==> config.mk <==
export PLATFORM = sky130hd
export DESIGN_NAME = hazard_ctrl
export DESIGN_NICKNAME = d
export VERILOG_FILES = /design/src/rtl/hazard_ctrl_pkg.sv /design/src/rtl/hazard_sb_stage.sv /design/src/rtl/hazard_ctrl.sv
export SDC_FILE = /design/constraint.sdc
export NUM_CORES = 1
export LEC_CHECK = 0
export ABC_CLOCK_PERIOD_IN_PS = 2300
export BUFFER_PORTS_ARGS = -buffer_cell sky130_fd_sc_hd__buf_2
export CORE_UTILIZATION = 45
export DETAILED_ROUTE_END_ITERATION = 8
export PLACE_DENSITY_LB_ADDON = 0.05
export SYNTH_ARGS = -nofsm -noshare
export SYNTH_HDL_FRONTEND = slang
export SYNTH_SLANG_ARGS = --single-unit
==> constraint.sdc <==
create_clock -name HC_i_Clk -period 2.3 [get_ports HC_i_Clk]
set_input_delay 0.345 -clock HC_i_Clk [delete_from_list [all_inputs] [get_ports HC_i_Clk]]
set_output_delay 0.345 -clock HC_i_Clk [all_outputs]
set_load 0.005 [all_outputs]
==> src/rtl/hazard_ctrl_pkg.sv <==
// Shared hazard constants, scoreboard entry type and lookup helpers.
// Latency: n/a (types and pure functions only).
// Backpressure: n/a.
package hazard_ctrl_pkg;

    localparam logic [3:0] T_USE_AT_D       = 4'd0;
    localparam logic [3:0] T_USE_AT_E       = 4'd1;
    localparam logic [3:0] T_USE_AT_M       = 4'd2;
    localparam logic [3:0] T_USE_NEVER_READ = 4'hF;

    localparam logic [3:0] T_NEW_AT_ID_EX   = 4'd1;
    localparam logic [3:0] T_NEW_AT_EX_MEM  = 4'd2;
    localparam logic [3:0] T_NEW_AT_MEM_WB  = 4'd3;
    localparam logic [3:0] T_NEW_NO_NEW     = 4'hF;

    localparam logic [1:0] FWD_RF           = 2'd0;
    localparam logic [1:0] FWD_IDEX         = 2'd1;
    localparam logic [1:0] FWD_EXMEM        = 2'd2;
    localparam logic [1:0] FWD_MEMWB        = 2'd3;

    typedef struct packed {
        logic       valid;
        logic [4:0] addr;
        logic [3:0] tnew;
        logic [4:0] rs;
        logic [4:0] rt;
        logic [3:0] tuse_rs;
        logic [3:0] tuse_rt;
    } sb_entry_t;

    localparam sb_entry_t SB_EMPTY = '{
        valid:   1'b0,
        addr:    5'd0,
        tnew:    4'd0,
        rs:      5'd0,
        rt:      5'd0,
        tuse_rs: T_USE_NEVER_READ,
        tuse_rt: T_USE_NEVER_READ
    };

    function automatic logic [3:0] sat_dec(input logic [3:0] t);
        return (t == 4'd0) ? 4'd0 : t - 4'd1;
    endfunction

    // $0 is hard-wired, so it can never be the target of a hazard.
    function automatic logic sb_hit(input sb_entry_t ent, input logic [4:0] r);
        return ent.valid && (r != 5'd0) && (ent.addr == r);
    endfunction

    function automatic logic op_stall(input sb_entry_t e, input sb_entry_t m,
                                      input logic [4:0] r, input logic [3:0] tuse);
        logic res;
        res = 1'b0;
        if (tuse != T_USE_NEVER_READ) begin
            if (sb_hit(e, r))
                res = (e.tnew > tuse);
            else if (sb_hit(m, r))
                res = (m.tnew > tuse);
        end
        return res;
    endfunction

    // srch enables E/M/W lookup (bit 0/1/2); the youngest enabled hit decides.
    function automatic logic [1:0] fwd_pick(input sb_entry_t e, input sb_entry_t m,
                                            input sb_entry_t w, input logic [2:0] srch,
                                            input logic [4:0] r, input logic [3:0] tuse);
        logic [1:0] sel;
        sel = FWD_RF;
        if (tuse != T_USE_NEVER_READ) begin
            if (srch[0] && sb_hit(e, r))
                sel = (e.tnew == 4'd0) ? FWD_IDEX : FWD_RF;
            else if (srch[1] && sb_hit(m, r))
                sel = (m.tnew == 4'd0) ? FWD_EXMEM : FWD_RF;
            else if (srch[2] && sb_hit(w, r))
                sel = (w.tnew == 4'd0) ? FWD_MEMWB : FWD_RF;
        end
        return sel;
    endfunction

endpackage

==> src/rtl/hazard_sb_stage.sv <==
// One pipeline scoreboard entry with saturating tnew countdown.
// Latency: one cycle from d to q.
// Backpressure: bubble loads an empty entry instead of d.
module hazard_sb_stage
    import hazard_ctrl_pkg::*;
(
    input  logic      clk,
    input  logic      rst_n,
    input  logic      bubble,
    input  sb_entry_t d,
    output sb_entry_t q
);

    always_ff @(posedge clk or negedge rst_n) begin
        if (!rst_n) begin
            q <= SB_EMPTY;
        end else if (bubble) begin
            q <= SB_EMPTY;
        end else begin
            q      <= d;
            q.tnew <= sat_dec(d.tnew);
        end
    end

endmodule

==> src/rtl/hazard_ctrl.sv <==
// E/M/W producer scoreboard driving D-stage stall and D/E/M forward selects.
// Latency: stall and selects are combinational from D inputs and scoreboard.
// Backpressure: Stall freezes D and injects a bubble into E.
module hazard_ctrl
    import hazard_ctrl_pkg::*;
(
    input  logic       HC_i_Clk,
    input  logic       HC_i_RstN,
    input  logic [4:0] HC_i_RsD,
    input  logic [4:0] HC_i_RtD,
    input  logic [3:0] HC_i_TuseRsD,
    input  logic [3:0] HC_i_TuseRtD,
    input  logic [3:0] HC_i_TnewD,
    input  logic [4:0] HC_i_RegWAddrD,
    output logic       HC_o_Stall,
    output logic [1:0] HC_o_FwdRsD,
    output logic [1:0] HC_o_FwdRtD,
    output logic [1:0] HC_o_FwdRsE,
    output logic [1:0] HC_o_FwdRtE,
    output logic [1:0] HC_o_FwdRtM
);

    sb_entry_t d_ent, m_in, w_in;
    sb_entry_t e_q, m_q, w_q;

    always_comb begin
        d_ent         = SB_EMPTY;
        d_ent.valid   = (HC_i_TnewD != T_NEW_NO_NEW) && (HC_i_RegWAddrD != 5'd0);
        d_ent.addr    = HC_i_RegWAddrD;
        d_ent.tnew    = HC_i_TnewD;
        d_ent.rs      = HC_i_RsD;
        d_ent.rt      = HC_i_RtD;
        d_ent.tuse_rs = HC_i_TuseRsD;
        d_ent.tuse_rt = HC_i_TuseRtD;
    end

    // M only consumes store data (rt); W only produces.
    always_comb begin
        m_in         = e_q;
        m_in.rs      = 5'd0;
        m_in.tuse_rs = T_USE_NEVER_READ;
        w_in         = m_q;
        w_in.rs      = 5'd0;
        w_in.rt      = 5'd0;
        w_in.tuse_rs = T_USE_NEVER_READ;
        w_in.tuse_rt = T_USE_NEVER_READ;
    end

    hazard_sb_stage u_sb_e (
        .clk    (HC_i_Clk),
        .rst_n  (HC_i_RstN),
        .bubble (HC_o_Stall),
        .d      (d_ent),
        .q      (e_q)
    );

    hazard_sb_stage u_sb_m (
        .clk    (HC_i_Clk),
        .rst_n  (HC_i_RstN),
        .bubble (1'b0),
        .d      (m_in),
        .q      (m_q)
    );

    hazard_sb_stage u_sb_w (
        .clk    (HC_i_Clk),
        .rst_n  (HC_i_RstN),
        .bubble (1'b0),
        .d      (w_in),
        .q      (w_q)
    );

    always_comb begin
        HC_o_Stall  = op_stall(e_q, m_q, HC_i_RsD, HC_i_TuseRsD)
                    | op_stall(e_q, m_q, HC_i_RtD, HC_i_TuseRtD);
        HC_o_FwdRsD = fwd_pick(e_q, m_q, w_q, 3'b111, HC_i_RsD, HC_i_TuseRsD);
        HC_o_FwdRtD = fwd_pick(e_q, m_q, w_q, 3'b111, HC_i_RtD, HC_i_TuseRtD);
        HC_o_FwdRsE = fwd_pick(e_q, m_q, w_q, 3'b110, e_q.rs, e_q.tuse_rs);
        HC_o_FwdRtE = fwd_pick(e_q, m_q, w_q, 3'b110, e_q.rt, e_q.tuse_rt);
        HC_o_FwdRtM = fwd_pick(e_q, m_q, w_q, 3'b100, m_q.rt, m_q.tuse_rt);
    end

    logic unused_consumer;
    assign unused_consumer = ^{m_q.rs, m_q.tuse_rs, w_q.rs, w_q.rt, w_q.tuse_rs, w_q.tuse_rt};

endmodule

==> results of run 1 <==
[power groups by stage]
stage	Clock, mW	Combinational [mW]	Sequential, mW
2_1_floorplan	0	0.326	1.19
3_3_place_gp	0	0.462	1.24
3_5_place_dp	0	0.470	1.24
4_1_cts	0.964	0.492	1.22
5_1_grt	1.01	0.564	1.24
6_report	0.949	0.497	1.22
[worst register-to-register path, delay by kind of cell (launching register included)]
family	cells	cell delay, ns
flip-flops	1	0.45
buffers and inverters	2	0.34
AND/OR/NAND/NOR	3	0.46
AO/OA/AOI/OAI	3	0.49
adder cells (fa/ha/maj)	1	0.30
[cell families (layout without fill, tap and decap cells)]
logic type	Yosys count	in the layout	synth area share, %
xor gates and xnor gates	54	54	15.2
adders and majority gates	16	16	6.45
AOI/OAI and AO/OA	29	29	5.97
buffers and inverters	36	101	5.00
DFF	57	57	46.5
and+or+nand+nor	111	111	19.8
muxes	3	3	1.05
[final cells by class]
type	count	area [um2]	area share, %
Clock buffer	13	159	4.19
Inverter	24	90.1	2.37
Tap cell	77	96.3	2.54
Multi-Input combinational cell	213	1590	41.9
Timing Repair Buffer	61	373	9.83
Sequential cell	57	1450	38.1
Clock inverter	3	40.0	1.06
[cells in the final DEF, fill, tap and decap left out, types with 2 or more instances in the layout]
cell type / synthesis / routed
dfrtp_1: 45 / 41
xnor2_1: 40 / 40
buf_2: 1 / 39
inv_1: 24 / 24
buf_4: 1 / 21
nor2_1: 19 / 19
nand4_1: 16 / 16
ha_1: 16 / 16
nand2_1: 14 / 14
xor2_1: 14 / 14
dfstp_2: 12 / 12
a21oi_1: 12 / 11
clkbuf_8: 0 / 11
nor2_2: 10 / 9
nor4_1: 9 / 7
nand2b_1: 7 / 7
nor3_1: 13 / 7
o21ai_0: 6 / 6
or4_1: 8 / 6
nor2b_1: 5 / 5
nor3_2: 0 / 5
dfrtp_2: 0 / 4
nand3_1: 3 / 3
mux2_2: 2 / 2
o211ai_1: 2 / 2
or2_1: 2 / 2
or4_4: 0 / 2
o31a_1: 2 / 2
a31o_2: 2 / 2
clkinv_2: 0 / 2
clkbuf_1: 7 / 2
[sequential cells by signal, summed over array words and instances (netlist names)]
signal and count:
u_sb_w.q 10, u_sb_m.q 19, u_sb_e.q 28
[through the flow]
stage          instances  setup slack (ns)  utilization [%]  setup TNS (ns)  cell area (um2)
3_3_place_gp         429           -0.0718             53.7         -0.0718             3480
4_1_cts              446            -0.303             57.9           -1.84             3760
5_1_grt              448            -0.409             58.4           -2.85             3790
3_5_place_dp         429           -0.0460             53.7         -0.0717             3480
2_1_floorplan        306             0.186                -               0             3100
6_report             448            -0.292             58.4           -1.64             3790
[worst min-delay path by stage]
stage	start	to	slack, ns	depth (start not counted)
2_1_floorplan	HC_i_RstN	u_sb_e.q[10]$_DFF_PN0_	0.05	0
3_3_place_gp	u_sb_e.q[3]$_DFF_PN1_	u_sb_m.q[3]$_DFF_PN1_	0.36	0
3_5_place_dp	u_sb_e.q[2]$_DFF_PN1_	u_sb_m.q[2]$_DFF_PN1_	0.36	0
4_1_cts	HC_i_RstN	u_sb_m.q[9]$_DFF_PN0_	0.004	2
5_1_grt	HC_i_RstN	u_sb_m.q[11]$_DFF_PN0_	0.02	2
6_report	HC_i_RstN	u_sb_m.q[9]$_DFF_PN0_	-0.004	2
[metal layers]
metal,part of all wire [%],up-vias
met2,47,43
met3,3.4,13
met1,48,1146
met4,1.8,0
met5,0,-
li1,-,1165
[timing repair]
| item | 4_1_cts | 5_1_grt |
|---|---|---|
| setup endpoints to repair | 9 | 11 |
| pin swaps | 5 | 5 |
| hold endpoints to repair | 0 | 0 |
| gates resized for setup | 16 | 4 |
| setup buffers | 1 | 2 |
==> metrics.txt, run 1 <==
status=finished, violations left; failing checks=hold timing, setup timing; n_diodes=0; fin crit share=113%; Global Route Usage Sum=21.9%; Mapped Area=0.00310 mm2; Gate power share=18.6%; CTS buffer count=9; H-tree depth=3; post-synth top area share=36.3%; worst min-delay path category=primary input to asynchronous set/reset pin; worst-path fanout max=3; initial antenna violation count=0; worst slew pin tran=0.536 ns; relative slew slack=63.9%; vias per cell=5.28; Routed WL=6.99 mm; io pins=40; Hold Buf Count CTS=0; Mapped Cells=306; Setup Viol. Count Final=9; Sw Share=28.3%; critical path endpoint=HC_o_FwdRsD[1]; worst hold slack=-0.00377 ns; final global-route overflow total=0; area leader, netlist=dfrtp_1; internal power=1.92 mW; CP Capture Type=primary output; largest cells by area after synthesis=dfrtp_1 (36%), xnor2_1 (11%), dfstp_2 (10%); synth unique cells=39; syn_area_per_cell=10.1 um2; DRC=0; final hold viol count=2; Clock Tree Buf Depth=2; hpwl dp=5.23 mm; Seq cells post-synth=57; R2R depth=9; fill count=571; Most used DFF post-synth=dfrtp_1; Core Region=0.00649 mm2; routed length per instance=15.6 um; M1 GR Usage=29.1%; critical path class=register to primary output; Post-DRT Antenna Nets=0; DRT Pass-1 Iters=4; Worst Setup SP=u_sb_w.q[21]$_DFF_PN0_; Async SR Flop Fraction=100%; fmax=386 MHz; CP bufs+invs=1; first-pass GRT wire length=12.0 mm; Worst path depth=6; Worst-Skew Late Latency=0.34 ns; Setup Skew=0.00824 ns; Clock power frac=35.5%; fin crit period=2.59 ns; FP Rows=29; YS warnings=0; top cells by count, synth=dfrtp_1 (45), xnor2_1 (40), inv_1 (24); Initial Util=47.8%; Startpoint Class=register; Crit path largest cell delay=0.44 ns; die width=85.0 um; Static Leakage=1.70 nW; RePlAce Congestion=0.837; die area=0.00723 mm2; WP data arrival=2.25 ns; IO buf count=39; sequential-to-total area share from yosys stat=46.5%; critical path's slowest cell=or4_4; total vias in the final route=2367; net switching power=0.756 mW; met3 usage in global routing=5.54%; grt peak-use layer=met2; post-synthesis to final-layout area growth=22.3%; top-count cell post-synth=dfrtp_1; Max VDD drop=0.409 mV; worst r2r src=u_sb_m.q[19]$_DFF_PN0_; max cap viols=0; Tot Pwr=2.67 mW; worst setup margin=-0.292 ns; number of synthesized flops with an enable pin=0; fin nets=411; P per Cell Area=704 mW/mm2; share of layout cells above drive strength 1=32.3%; sequential share of power=45.9%; worst reg2reg setup slack=0.20 ns; RSZ-0062 raised after global routing=yes; Slew Limit Fails=0; clock slew at reported path FFs=0.06 ns; First DRT Iteration DRCs=61; CP top delay family=simple AND/OR/NAND/NOR gates; r2r endpoint=u_sb_e.q[4]$_DFF_PN1_; chip height=85.0 um; WP data required=1.96 ns; clk sinks=57; Mapped Nets=351; worst path cell trace=nor4_2 -> nand2_1 -> or4_4 -> or3_4 -> a211oi_2 -> buf_2; met2 Use GR=34.6%; Root Buffer=clkbuf_8; vias in the first global route=2481; largest net degree at the start of global routing=58; TritonCTS clock tree=done
Power figures use the tool's default switching activity.
==> run 2: changes to the inputs <==
--- a/config.mk
+++ b/config.mk
@@ -6,9 +6,10 @@
 export NUM_CORES = 1
 export LEC_CHECK = 0
 export ABC_CLOCK_PERIOD_IN_PS = 2300
-export BUFFER_PORTS_ARGS = -buffer_cell sky130_fd_sc_hd__buf_2
+export CORE_ASPECT_RATIO = 2
 export CORE_UTILIZATION = 45
 export DETAILED_ROUTE_END_ITERATION = 8
+export DONT_BUFFER_PORTS = 1
 export PLACE_DENSITY_LB_ADDON = 0.05
 export SYNTH_ARGS = -nofsm -noshare
 export SYNTH_HDL_FRONTEND = slang
==> run 2 against run 1 <==
Effect of this change: the run ends with setup timing left; highest routed layer unchanged; critical path depth fell by 1; via count fell by 6.4%; critical path type unchanged; count of clock-buffer cells in the layout did not move; combinational power barely moved; largest cell class unchanged; register-to-register slack improved by 0.16 ns; largest power group is now the clock network; worst hold slack improved by 0.095 ns; sequential share of layout area fell by 0.085 points.
==> metrics.txt, run 2 (synthesis results as in run 1) <==
fmax=405 MHz (+5.1%); Max VDD drop=0.634 mV (+55%); status=finished, violations left; fill count=613 (+7.4%); share of layout cells above drive strength 1=26.7% (-5.6 points); H-tree depth=3 (unchanged); fin crit share=107% (-5.5 points); CP top delay family=simple AND/OR/NAND/NOR gates; max cap viols=0 (unchanged); FP Rows=42 (+45%); DRC=0 (unchanged); clock slew at reported path FFs=0.05 ns (about the same); chip height=119 um (+40%); CTS buffer count=9 (unchanged); sequential share of power=40.9% (-5.0 points); clk sinks=57 (unchanged); DRT Pass-1 Iters=4 (unchanged); Post-DRT Antenna Nets=0 (unchanged); worst min-delay path category=primary input to register; most frequent cells in the layout=xnor2_1 (40), dfrtp_1 (39), inv_1 (24); FF+latch area=0.00145 mm2 (+0.17%); cell area after placement=0.00327 mm2 (-6.2%); WP data arrival=2.12 ns (-0.13 ns); failing checks=setup timing; First DRT Iteration DRCs=38 (-38%); fin nets=373 (-9.2%); Root Buffer=clkbuf_16; IO buf count=0 (-100%); Initial Util=46.9% (-0.91 points); largest net degree at the start of global routing=58 (unchanged); Gate power share=16.6% (-2.0 points); most common cell after layout, fill and taps aside=xnor2_1; Global Route Usage Sum=23.2% (+1.3 points); Clock power frac=42.4% (+6.9 points); worst path cell trace=nor4_2 -> nand2_2 -> or4_4 -> or3_1 -> a211oi_2; P per Cell Area=789 mW/mm2 (+12%); Static Leakage=1.58 nW (-7.1%); Finished Cell Area=0.00381 mm2 (+0.40%); fin crit period=2.47 ns (-0.126 ns); vias per cell=5.26 (-0.42%); critical path's slowest cell=or4_4; RePlAce Congestion=0.863 (+3.1%); die area=0.00725 mm2 (+0.27%); Worst-Skew Late Latency=0.33 ns (about the same); post-synthesis to final-layout area growth=22.8%; Clock Tree Buf Depth=2 (unchanged); TritonCTS clock tree=done; final global-route overflow total=0 (unchanged); routed length per instance=17.5 um (+12%); n_diodes=0 (unchanged); total vias in the final route=2215 (-6.4%); initial antenna violation count=0 (unchanged); worst-path fanout max=4 (+1); first-pass GRT wire length=11.7 mm (-2.2%); net switching power=0.776 mW (+2.7%); final setup TNS=-0.605 ns (+1.04 ns); Sw Share=25.8% (-2.5 points); biggest regs=u_sb_e.q x28, u_sb_m.q x19, u_sb_w.q x10; multi-input logic area=0.00166 mm2 (+4.6%); Core Region=0.00662 mm2 (+1.9%); internal power=2.23 mW (+16%); Startpoint Class=register; CP Capture Type=primary output; hpwl dp=5.62 mm (+7.4%); Routed WL=7.36 mm (+5.2%); worst setup margin=-0.167 ns (+0.126 ns); WP data required=1.96 ns (about the same); die width=60.7 um (-29%); CP bufs+invs=0 (-1); critical path class=register to primary output; vias in the first global route=2426 (-2.2%); io pins=40 (unchanged); Crit path largest cell delay=0.44 ns (about the same); RSZ-0062 raised after global routing=yes; Largest Register=u_sb_e.q; relative slew slack=66.4% (+2.4 points); max reg flops=28 (unchanged); final hold viol count=0 (-2); worst slew pin tran=0.500 ns (-0.0359 ns); Slew Limit Fails=0 (unchanged); Setup Skew=0.00552 ns (-0.00271 ns); Setup Viol. Count Final=7 (-2)
==> run 2: power groups by stage <==
stage	Combinational [mW]	Sequential, mW	Clock (mW)
CTS	0.481	1.23	1.29
global route	0.562	1.24	1.35
finish	0.500	1.23	1.28
global placement	0.404	1.24	0
detailed placement	0.411	1.24	0
floorplan	0.326	1.19	0
==> run 2: layer usage <==
layer | up-vias | routed length (um) | global-route usage (%)
li1 | 1089 | - | -
met1 | 1066 | 2520 | 22.5
met2 | 42 | 4250 | 42.1
met3 | 18 | 330 | 6.51
met4 | 0 | 257 | 11.2
met5 | - | 0 | 0
==> run 2: path summary, 6_finish.rpt <==
path	start	to	slack [ns]	cells after the start
max	u_sb_w.q[19]$_DFF_PN0_	HC_o_FwdRsD[1]	-0.17	5
min	HC_i_TnewD[0]	u_sb_e.q[18]$_DFF_PN0_	0.09	1
max reg2reg	u_sb_e.q[20]$_DFF_PN0_	u_sb_e.q[5]$_DFF_PN1_	0.36	8
min reg2reg	u_sb_e.q[2]$_DFF_PN1_	u_sb_m.q[2]$_DFF_PN1_	0.36	0
max in group asynchronous	HC_i_RstN	u_sb_e.q[1]$_DFF_PN1_	1.45	2
min in group asynchronous	HC_i_RstN	u_sb_w.q[25]$_DFF_PN0_	0.55	2
==> run 2: repair_timing <==
item / CTS / global route
hold endpoints to repair: 57 / 0
pin swaps: 13 / 14
gates resized for setup: 25 / 13
setup endpoints to repair: 9 / 11
buffers inserted: 3 / 3
hold buffers: 2 / 0
cloned: 0 / 1
==> run 2: cell type report <==
| class | instances | share of cell area [%] |
|---|---|---|
| clock buffers | 13 | 6.57 |
| clock inverters | 3 | 1.05 |
| inverters | 24 | 2.36 |
| multi-input cells | 213 | 43.6 |
| flip-flops and latches | 57 | 38.0 |
| well taps | 88 | 2.89 |
| repair buffers | 23 | 5.45 |
==> run 2: through the flow <==
stage	total power, mW	std cells	setup slack [ns]	hold slack (ns)	util (%)
floorplan	1.52	306	0.186	0.0494	-
global placement	1.64	398	-0.0210	0.0504	49.4
detailed placement	1.65	398	-0.0123	0.0507	49.4
CTS	3.00	418	-0.204	0.0847	56.4
global route	3.15	421	-0.244	0.0883	57.5
finish	3.01	421	-0.167	0.0914	57.5
==> run 3: changes to the inputs <==
--- a/config.mk
+++ b/config.mk
@@ -5,7 +5,10 @@
 export SDC_FILE = /design/constraint.sdc
 export NUM_CORES = 1
 export LEC_CHECK = 0
+export ABC_AREA = 1
 export ABC_CLOCK_PERIOD_IN_PS = 2300
+export CELL_PAD_IN_SITES_DETAIL_PLACEMENT = 1
+export CELL_PAD_IN_SITES_GLOBAL_PLACEMENT = 1
 export CORE_ASPECT_RATIO = 2
 export CORE_UTILIZATION = 45
 export DETAILED_ROUTE_END_ITERATION = 8
==> run 3 against run 2 <==
Effect of this change: the run now ends clean; synthesized cell count up 43%; register-to-register slack about the same; critical endpoint is now HC_o_Stall; routed wire length up 45%; first-iteration DRC count rose to 3.4 times the previous value; core utilization down 4.0 points; die area up 7.7%; total power up 14%; via count up 37%; fmax up 11%; sequential power up 9%.
==> metrics.txt, run 3 <==
max cap viols=0 (unchanged); fin crit share=96.3% (-11 points); DRC=0 (unchanged); R2R depth=11 (+3); TritonCTS clock tree=done; area leader, netlist=dfrtp_1; FF+latch area=0.00145 mm2 (-0.17%); relative slew slack=76.0% (+9.7 points); Largest Register=u_sb_e.q; Post-DRT Antenna Nets=0 (unchanged); initial antenna violation count=0 (unchanged); RePlAce Congestion=0.887 (+2.9%); WP data arrival=1.87 ns (-0.25 ns); Place WS=0.205 ns (+0.217 ns); post-synth top area share=33.6% (-2.7 points); final global-route overflow total=0 (unchanged); Root Buffer=clkbuf_16; r2r endpoint=u_sb_e.q[10]$_DFF_PN0_; Setup Viol. Count Final=0 (-7); hold path startpoint=HC_i_RtD[1]; post-synthesis to final-layout area growth=15.4%; Slew Limit Fails=0 (unchanged); Setup Skew=0.00587 ns (+0.000343 ns); critical path endpoint=HC_o_Stall; Global Route Usage Sum=29.3% (+6.1 points); CTS buffer count=9 (unchanged); largest cells by area after synthesis=dfrtp_1 (34%), nand2_1 (13%), dfstp_2 (9.4%); sequential-to-total area share from yosys stat=43.0% (-3.4 points); Core Region=0.00721 mm2 (+8.9%); vias per cell=5.50 (+4.5%); biggest regs=u_sb_e.q x28, u_sb_m.q x19, u_sb_w.q x10; total vias in the final route=3028 (+37%); worst min-delay path category=primary input to register; worst slew pin tran=0.357 ns (-0.143 ns); most frequent cells in the layout=nand2_1 (112), nor2_1 (60), inv_1 (56); die area=0.00781 mm2 (+7.7%); synth unique cells=31 (-21%); Mapped Nets=484 (+38%); Seq cells post-synth=57 (unchanged); post-layout util=53.6% (-4.0 points); routed length per instance=19.4 um (+11%); Max VDD drop=0.436 mV (-31%); FP Rows=44 (+4.8%); Worst-Skew Late Latency=0.33 ns (about the same); Most used DFF post-synth=dfrtp_1; YS warnings=0 (unchanged); number of synthesized flops with an enable pin=0 (unchanged); fmax=452 MHz (+11%); worst setup margin=0.0862 ns (+0.253 ns); max reg flops=28 (unchanged); Worst Setup SP=u_sb_e.q[19]$_DFF_PN0_; P per Cell Area=890 mW/mm2 (+13%); DRT Pass-1 Iters=4 (unchanged); chip height=124 um (+3.8%); First DRT Iteration DRCs=131 (+240%); Startpoint Class=register; fin nets=499 (+34%); hpwl dp=8.01 mm (+42%); first-pass GRT wire length=16.5 mm (+41%); IO buf count=0 (unchanged); H-tree depth=3 (unchanged); Worst Hold Depth=2 (+1); share of layout cells above drive strength 1=16.6% (-10 points); fin crit period=2.21 ns (-0.253 ns); Initial Util=46.4% (-0.44 points); n_diodes=0 (unchanged); fill count=929 (+52%); final hold viol count=0 (unchanged); top cells by count, synth=nand2_1 (112), nor2_1 (60), inv_1 (57); Clock Tree Buf Depth=2 (unchanged); syn_area_per_cell=7.63 um2 (-25%); Async SR Flop Fraction=100% (unchanged); Mapped Cells=439 (+43%); io pins=40 (unchanged); largest net degree at the start of global routing=58 (unchanged); clk sinks=57 (unchanged); vias in the first global route=3341 (+38%); worst hold slack=0.117 ns (+0.0257 ns); worst r2r src=u_sb_m.q[19]$_DFF_PN0_; Mapped Area=0.00335 mm2 (+7.9%); CP Capture Type=primary output; Static Leakage=1.96 nW (+24%); critical path class=register to primary output; WP data required=1.96 ns (about the same); top-count cell post-synth=nand2_1; Routed WL=10.7 mm (+45%); multi-input logic area=0.00167 mm2 (+0.30%); status=finished, final reports clean; clock slew at reported path FFs=0.05 ns (about the same); worst-path fanout max=5 (+1); most common cell after layout, fill and taps aside=nand2_1; worst reg2reg setup slack=0.36 ns (about the same); die width=63.0 um (+3.8%)
-- run 3: how the worst min path moves through the flow --
stage	to	slack (ns)
2_1_floorplan	u_sb_e.q[10]$_DFF_PN0_	0.05
3_3_place_gp	u_sb_w.q[25]$_DFF_PN0_	0.05
3_5_place_dp	u_sb_e.q[16]$_DFF_PN0_	0.05
4_1_cts	u_sb_e.q[9]$_DFF_PN0_	0.12
5_1_grt	u_sb_e.q[0]$_DFF_PN1_	0.13
6_report	u_sb_e.q[9]$_DFF_PN0_	0.12
-- run 3: worst max-delay path, cell delays in order, from the launching register on --
cell and delay [ns]:
dfrtp_1 0.43, ha_1 0.33, inv_1 0.05, o21bai_1 0.11, nand2_1 0.06, nand2_1 0.05, nand2_1 0.09, a21oi_4 0.23
nand2_8 0.09, nand2_8 0.10
-- run 3: power breakdown --
part	internal, mW	switching (mW)
clock network	0.866	0.449
logic	0.295	0.487
registers	1.18	0.168
-- run 3: stage by stage --
step / power [mW] / TNS (ns) / cell area (um2) / instances
6_report: 3.44 / 0 / 3860 / 551
5_1_grt: 3.62 / -0.0116 / 3860 / 551
4_1_cts: 3.43 / 0 / 3800 / 547
3_5_place_dp: 2.06 / 0 / 3440 / 528
3_3_place_gp: 2.02 / 0 / 3440 / 528
2_1_floorplan: 1.83 / 0 / 3350 / 439
-- run 3: repair_timing --
action | in CTS | in global routing
hold buffers | 2 | 0
gates resized for setup | 5 | 6
pin swaps | 1 | 6
hold endpoints to repair | 57 | 0
buffers inserted | 0 | 3
gates cloned | 1 | 1
endpoints found under the setup margin | 1 | 1
-- run 3: per-layer routing --
layer | up-vias | routed length, um | global-route usage [%]
met1 | 1497 | 3400 | 25.2
li1 | 1420 | - | -
met3 | 32 | 334 | 4.21
met5 | - | 0 | 0
met2 | 79 | 6450 | 60.3
met4 | 0 | 494 | 18.2
-- run 3: layout make-up --
cell class              count  share of cell area (%)
flip-flops and latches     57                    37.4
repair buffers              9                    2.33
clock buffers              13                    6.48
well taps                  92                    2.98
clock inverters             3                    1.10
inverters                  67                    6.51
multi-input cells         310                    43.2
-- run 3: cell families after synthesis --
group           synth area share [%]
fa+ha+maj                       5.98
simple gates                    29.7
buf+inv                         9.16
flops                           43.0
compound gates                  8.48
xor+xnor                        3.66
